[config.mk]
export PLATFORM = sky130hd
export DESIGN_NAME = t_counter
export DESIGN_NICKNAME = d
export VERILOG_FILES = /design/src/rtl/t_counter_pkg.sv /design/src/rtl/t_counter.sv
export SDC_FILE = /design/constraint.sdc
export NUM_CORES = 1
export LEC_CHECK = 0
export CAP_MARGIN = 20
export CORE_ASPECT_RATIO = 1.2
export CORE_MARGIN = 2
export CORE_UTILIZATION = 55
export CTS_CLUSTER_SIZE = 28
export DETAILED_ROUTE_END_ITERATION = 10
export DONT_BUFFER_PORTS = 1
export HOLD_SLACK_MARGIN = 0.05
export PLACE_DENSITY = 0.72
export RECOVER_POWER = 25
export SLEW_MARGIN = 20
export SYNTH_ARGS = -nofsm -noshare
export SYNTH_HDL_FRONTEND = slang
export SYNTH_SLANG_ARGS = --single-unit
export TNS_END_PERCENT = 5
[constraint.sdc]
create_clock -name clk -period 2.7 [get_ports clk]
set_input_delay 0.675 -clock clk [delete_from_list [all_inputs] [get_ports clk]]
set_output_delay 0.675 -clock clk [all_outputs]
set_load 0.02 [all_outputs]
[src/rtl/t_counter_pkg.sv]
// Shared definitions for the t_counter family: mode encodings.
package t_counter_pkg;

  typedef logic [1:0] mode_t;

  localparam mode_t MODE_HOLD   = 2'b00;
  localparam mode_t MODE_TOGGLE = 2'b01;
  localparam mode_t MODE_UP     = 2'b10;
  localparam mode_t MODE_DOWN   = 2'b11;

endpackage

[src/rtl/t_counter.sv]
// WIDTH-bit counter/toggle register with hold, per-bit toggle, modulo up and
// modulo down counting, synchronous clear/load and a registered wrap flag.
module t_counter
  import t_counter_pkg::*;
#(
  parameter int WIDTH   = 8,
  parameter int MODULUS = 2**WIDTH
) (
  input  logic             clk,
  input  logic             rst,
  input  logic             en,
  input  logic             clr,
  input  logic             load,
  input  logic [WIDTH-1:0] d,
  input  logic [1:0]       mode,
  input  logic [WIDTH-1:0] t,
  output logic [WIDTH-1:0] q,
  output logic             tc
);

  // Top of the count range, truncated to WIDTH bits so MODULUS=2**WIDTH
  // yields all-ones and wraps coincide with natural overflow.
  localparam logic [WIDTH-1:0] MAX_VAL = WIDTH'(MODULUS - 1);
  localparam logic [WIDTH-1:0] ONE     = WIDTH'(1);

  if (MODULUS < 2 || longint'(MODULUS) > (longint'(1) << WIDTH)) begin : g_modulus_check
    $error("t_counter: MODULUS %0d outside legal range 2..2**WIDTH", MODULUS);
  end

  logic [WIDTH-1:0] q_next;
  logic             tc_next;
  logic [WIDTH-1:0] q_tog;

  assign q_tog = q ^ t;

  // Next-state selection: clr over load over enabled mode operation.
  always_comb begin
    q_next  = q;
    tc_next = 1'b0;
    if (clr) begin
      q_next = '0;
    end else if (load) begin
      q_next = d;
    end else if (en) begin
      case (mode)
        MODE_HOLD: q_next = q;
        MODE_TOGGLE: begin
          q_next  = q_tog;
          tc_next = &q_tog;
        end
        MODE_UP: begin
          if (q >= MAX_VAL) begin
            q_next  = '0;
            tc_next = 1'b1;
          end else begin
            q_next = q + ONE;
          end
        end
        MODE_DOWN: begin
          if (q == '0) begin
            q_next  = MAX_VAL;
            tc_next = 1'b1;
          end else if (q > MAX_VAL) begin
            // Out-of-range value from a raw load or toggle: snap to the top
            // without flagging a wrap.
            q_next = MAX_VAL;
          end else begin
            q_next = q - ONE;
          end
        end
        default: q_next = q;
      endcase
    end
  end

  // State register; reset clears value and flag without waiting for clk.
  always_ff @(posedge clk or posedge rst) begin
    if (rst) begin
      q  <= '0;
      tc <= 1'b0;
    end else begin
      q  <= q_next;
      tc <= tc_next;
    end
  end

endmodule
==> results of run 1 <==
[area by class of cell]
class                      count  area [µm²]
tap                           19        23.8
timing repair buffer           2        15.0
clock buffer                   4        26.3
multi-input combinational    104         751
inverter                       5        18.8
fill                         175         791
sequential                     9         225
[cells in the final DEF (no fill, tap or decap), types with 3 or more instances in the layout]
cell	instances
a22oi_1	4
nand3_1	3
xnor2_1	11
clkbuf_4	3
nor2_1	8
nor3_1	6
inv_1	5
o21ai_0	5
a21oi_1	4
dfrtp_1	9
a211oi_1	3
ha_1	3
nand2_1	7
a311oi_1	3
[per-layer routing]
metal / up-vias / routed length [µm] / GRT usage (%)
met2: 81 / 1300 / 43.0
met1: 479 / 1130 / 34.7
met4: 0 / 111 / 13.6
met5: - / 0 / 0
li1: 487 / - / -
met3: 14 / 314 / 4.48
[cells by family (layout without fill, tap and decap cells)]
group,count (synthesis),after routing
xor gates and xnor gates,12,12
AOI/OAI and AO/OA,46,46
adders and majority gates,3,3
and+or+nand+nor,41,41
muxes,2,2
DFF,9,9
buffers and inverters,17,11
[worst max-delay path by stage]
| stage | end | slack [ns] |
|---|---|---|
| 6_report | q[3]$_DFFE_PP0P_ | 0.71 |
| 5_1_grt | q[3]$_DFFE_PP0P_ | 0.51 |
| 4_1_cts | q[3]$_DFFE_PP0P_ | 0.71 |
| 3_5_place_dp | q[3]$_DFFE_PP0P_ | 0.73 |
| 3_3_place_gp | q[3]$_DFFE_PP0P_ | 0.73 |
| 2_1_floorplan | q[2]$_DFFE_PP0P_ | 0.81 |
[metrics by stage]
stage | std cells | power [mW] | setup slack (ns)
floorplan | 130 | 0.328 | 0.806
global placement | 139 | 0.345 | 0.729
detailed placement | 139 | 0.348 | 0.727
CTS | 143 | 0.460 | 0.708
global route | 143 | 0.489 | 0.508
finish | 143 | 0.466 | 0.709
[synthesized netlist by cell type (2+ instances only)]
master	count	area, µm²
o21ai_0	5	25.0
nor4_1	2	12.5
or2_0	2	12.5
ha_1	3	37.5
nand3_1	3	15.0
buf_6	3	33.8
inv_1	5	18.8
clkbuf_1	3	11.3
o31ai_1	2	15.0
nand2b_1	2	12.5
a311oi_1	3	26.3
nor2_1	8	30.0
mux2i_1	2	20.0
a31oi_1	2	12.5
nor3_1	6	30.0
nand4_1	2	12.5
a211oi_1	3	22.5
xnor2_1	11	96.3
dfrtp_1	9	225
buf_2	4	20.0
o21ai_1	2	10.0
a22oi_1	4	30.0
o21a_1	2	15.0
a21oi_1	4	20.0
nand2_1	7	26.3
a31o_2	2	17.5
[registers in the layout (all words and copies together) (netlist names)]
signal	count
tc	1
q	8
[worst register-to-register path: stages, from the launching register on]
cell and delay, ns:
dfrtp_1 0.58, inv_1 0.17, ha_1 0.17, nor2b_1 0.32
a31oi_1 0.17, a221o_2 0.38, o21ai_0 0.14
[power breakdown]
part | total [mW] | switching (mW) | internal, mW
clock network | 0.118 | 0.0603 | 0.0573
registers | 0.193 | 0.0479 | 0.145
logic | 0.155 | 0.0852 | 0.0703
==> out/results.ini, run 1 <==
[synth]
netlist_instances=130
synth_top_family_by_area=compound AO/OA/AOI/OAI gates
synthMuxAreaShare_pct=1.83
synth-simple-area-share_pct=21.8
synth_edf_count=0
ys_types=55
synth-seq-cells=9
synth_compound_area_share_pct=32.1
synth_xor_area_share_pct=9.62
synth_flop_cell=dfrtp_1
synth_nets=156
yosys.area_share.adder_pct=3.44
syn_area_um2=1090
avgSynthCellArea_um2=8.40
yosysSeqAreaShare_pct=20.6
synth_warnings=0
async_flop_share_pct=100

[placement]
gp_congestion=0.874
hpwlAfterDp_mm=2.17
io_buffers=0
postPlaceCellArea_um2=1030

[critical_path]
cp_data_required_time_ns=2.90
ff2ff_setup_slack_ns=0.71
path_depth=6
slowest_delay_ns=0.58
crit_path_cell_trace=inv_1, ha_1, nor2b_1, a31oi_1, a221o_2, o21ai_0
cp.arrival_ns=2.19
worstSetupPathType=flip-flop to flip-flop
rr_worst_depth=6
cp.buffers_inverters=1
reg2reg_from=q[0]$_DFFE_PP0P_
crit_start=q[0]$_DFFE_PP0P_
crit_slowest_cell=dfrtp_1
r2r_end=q[3]$_DFFE_PP0P_
crit_family=compound AO/OA/AOI/OAI gates
cp_max_fo=12
cp-start-kind=flip-flop
cp-end-kind=flip-flop

[global_route]
grt_pass1_wl_mm=4.66
antenna_found_initial=0
grt_start_max_net_pins=15
globalRoute.totalOverflow=0
track_usage_pct=27.1
grt_pass1_vias=1009

[clock_tree]
cts_made_buffers=3
clk_pin_slew_ns=0.08
cts_setup_buffers=0
numClockSinks=9
hold_buffers=0
clock_latency_ns=0.28
cts-root-buf=clkbuf_4
cts_tree=built
cts-resized-gates=0
htreeDepth=1
clockBufferDepth=2

[min_path]
hp-class=primary input to async pin

[timing]
max_freq_ghz=0.502
skew_ns=0.00614
finalHoldViolations=0
setup_viol=0
holdWs_ns=0.255
fin_crit_ns=1.99
slew_viol_final=0
finalCritPeriodShare_pct=73.7
fin_tns_setup_ns=0
rsz0062_at_grt=no
maxSlewHeadroom_pct=57.3
tightest_slew_ns=0.641

[flow_run]
cap_violations=0

[final_layout]
antenna_cells=0
utilization_pct=57.3
fin_nets=151
drive_above_1_share_pct=12.9
syn_to_final_growth_pct=-2.98
post-route-cell-area_um2=1060

[route]
ant_nets=0
avgViaCountPerCell=7.42
vias=1061
drtIter0Drc=39
routed_wl_mm=2.86
drc=0
wl_per_cell_um=20.0
drtPass1Iterations=4

[floorplanning]
num_rows=17
coreArea_um2=1850
die-area_um2=2360
die_x_um=44.7
die_height_um=52.8
start_util_pct=59.0
ios=32

[pwr]
leakage_nw=0.376
ir_worst_vdd_mv=0.248
power_density_nw_per_um2=439

[outcome]
run_status=finished clean

(Power assumes the default switching activity.)
==> run 2, diff against run 1 <==
- clock period: 2.7 -> 1.9 ns (I/O delays scaled with it)
==> out/results.ini, run 2 (synthesis results as in run 1) <==
[outcome]
run_status=finished clean

[critical_path]
cp.arrival_ns=1.93
cp.buffers_inverters=0
slowest_delay_ns=0.50
worstSetupPathType=flip-flop to flip-flop
cp_data_required_time_ns=2.09
crit_family=compound AO/OA/AOI/OAI gates
crit_path_cell_trace=nor3_2, a31oi_1, a221o_2, o21ai_0
cp_max_fo=9
crit_slowest_cell=dfrtp_1
cp-start-kind=flip-flop
cp-end-kind=flip-flop

[timing]
maxSlewHeadroom_pct=67.8
setup_viol=0
finalHoldViolations=0
finalCritPeriodShare_pct=91.3
fin_crit_ns=1.73
rsz0062_at_grt=no
slew_viol_final=0
fin_tns_setup_ns=0
skew_ns=0.00794
max_freq_ghz=0.576
setup_slack_ns=0.165
tightest_slew_ns=0.483

[clock_tree]
htreeDepth=1
clk_pin_slew_ns=0.07
cts_made_buffers=3
clock_latency_ns=0.27
cts-root-buf=clkbuf_4
numClockSinks=9
cts_tree=built
clockBufferDepth=2

[floorplanning]
ios=32
die_height_um=52.8
start_util_pct=59.0
die-area_um2=2360
die_x_um=44.7
num_rows=17
coreArea_um2=1850

[final_layout]
syn_to_final_growth_pct=2.86
top_register=q
final_common_cell=xnor2_1
drive_above_1_share_pct=19.7
reg_top3=q: 8 flops, tc: 1 flops
final_cell_mix=xnor2_1 (11), buf_4 (10), dfrtp_1 (9)
fillCellCount=177
fin_nets=159
antenna_cells=0
utilization_pct=60.7
largest_register_ffs=8

[route]
ant_nets=0
drtPass1Iterations=4
wl_met2_mm=1.46
top_layer_used=met4
vias=1082
routed_wl_mm=3.03
avgViaCountPerCell=7.17
wl_per_cell_um=20.1
drc=0
drtIter0Drc=66
wl_met1_mm=1.22
route.met3.wl_um=293

[pwr]
ir_worst_vdd_mv=0.317
power.total_mw=0.684
leakage_nw=0.421
power_density_nw_per_um2=609

[placement]
dpl_worst_slack_ns=0.140
io_buffers=0
gp_congestion=0.950
hpwlAfterDp_mm=2.34

[global_route]
grt_start_max_net_pins=15
antenna_found_initial=0
globalRoute.totalOverflow=0
track_usage_pct=28.9
grt_pass1_wl_mm=4.88
grt_pass1_vias=1026

[flow_run]
cap_violations=0

[min_path]
hp-class=primary input to async pin

-- run 2: power by group --
part	leakage (nW)	switching [mW]	internal [mW]	total [mW]
combinational	0.285	0.170	0.121	0.291
sequential	0.119	0.0312	0.207	0.238
clock	0.0177	0.0776	0.0780	0.156
total	0.421	0.279	0.406	0.684
-- run 2: metal layers --
metal | up-vias | global-route usage [%]
li1 | 502 | -
met1 | 512 | 39.5
met2 | 61 | 42.5
met3 | 7 | 4.48
met4 | 0 | 15.7
met5 | - | 0
-- run 2: layout make-up --
| class | count | area (µm²) | share of cell area, % |
|---|---|---|---|
| Clock inverter | 1 | 5.00 | 0.445 |
| Inverter | 5 | 18.8 | 1.67 |
| Timing Repair Buffer | 10 | 75.1 | 6.68 |
| Clock buffer | 3 | 22.5 | 2.00 |
| Sequential cell | 9 | 225 | 20.0 |
| Multi-Input combinational cell | 104 | 753 | 67.0 |
| Tap cell | 19 | 23.8 | 2.12 |
-- run 2: what timing repair did --
| item | 4_1_cts | 5_1_grt |
|---|---|---|
| resized for setup | 0 | 1 |
| hold buffers | 0 | 0 |
| setup endpoints to repair | 0 | 1 |
| buffers inserted | 0 | 0 |
-- run 2: per-stage QoR --
stage / std cells / instance area, µm² / hold WS, ns
after floorplan: 130 / 1090 / 0.303
after global placement: 147 / 1090 / 0.354
after detailed placement: 147 / 1090 / 0.354
after CTS: 151 / 1120 / 0.0603
after global routing: 151 / 1120 / 0.0817
final: 151 / 1120 / 0.0568
-- run 2: worst paths after layout --
kind | endpoint | slack [ns] | startpoint | depth (start not counted)
min in group clk | q[1]$_DFFE_PP0P_ | 0.30 | clr | 1
max in group asynchronous | q[2]$_DFFE_PP0P_ | 1.57 | rst | 1
setup / recovery | q[3]$_DFFE_PP0P_ | 0.17 | q[3]$_DFFE_PP0P_ | 4
hold / removal | q[7]$_DFFE_PP0P_ | 0.06 | rst | 1
setup reg to reg | q[3]$_DFFE_PP0P_ | 0.17 | q[3]$_DFFE_PP0P_ | 4
hold reg to reg | q[1]$_DFFE_PP0P_ | 0.62 | q[1]$_DFFE_PP0P_ | 2
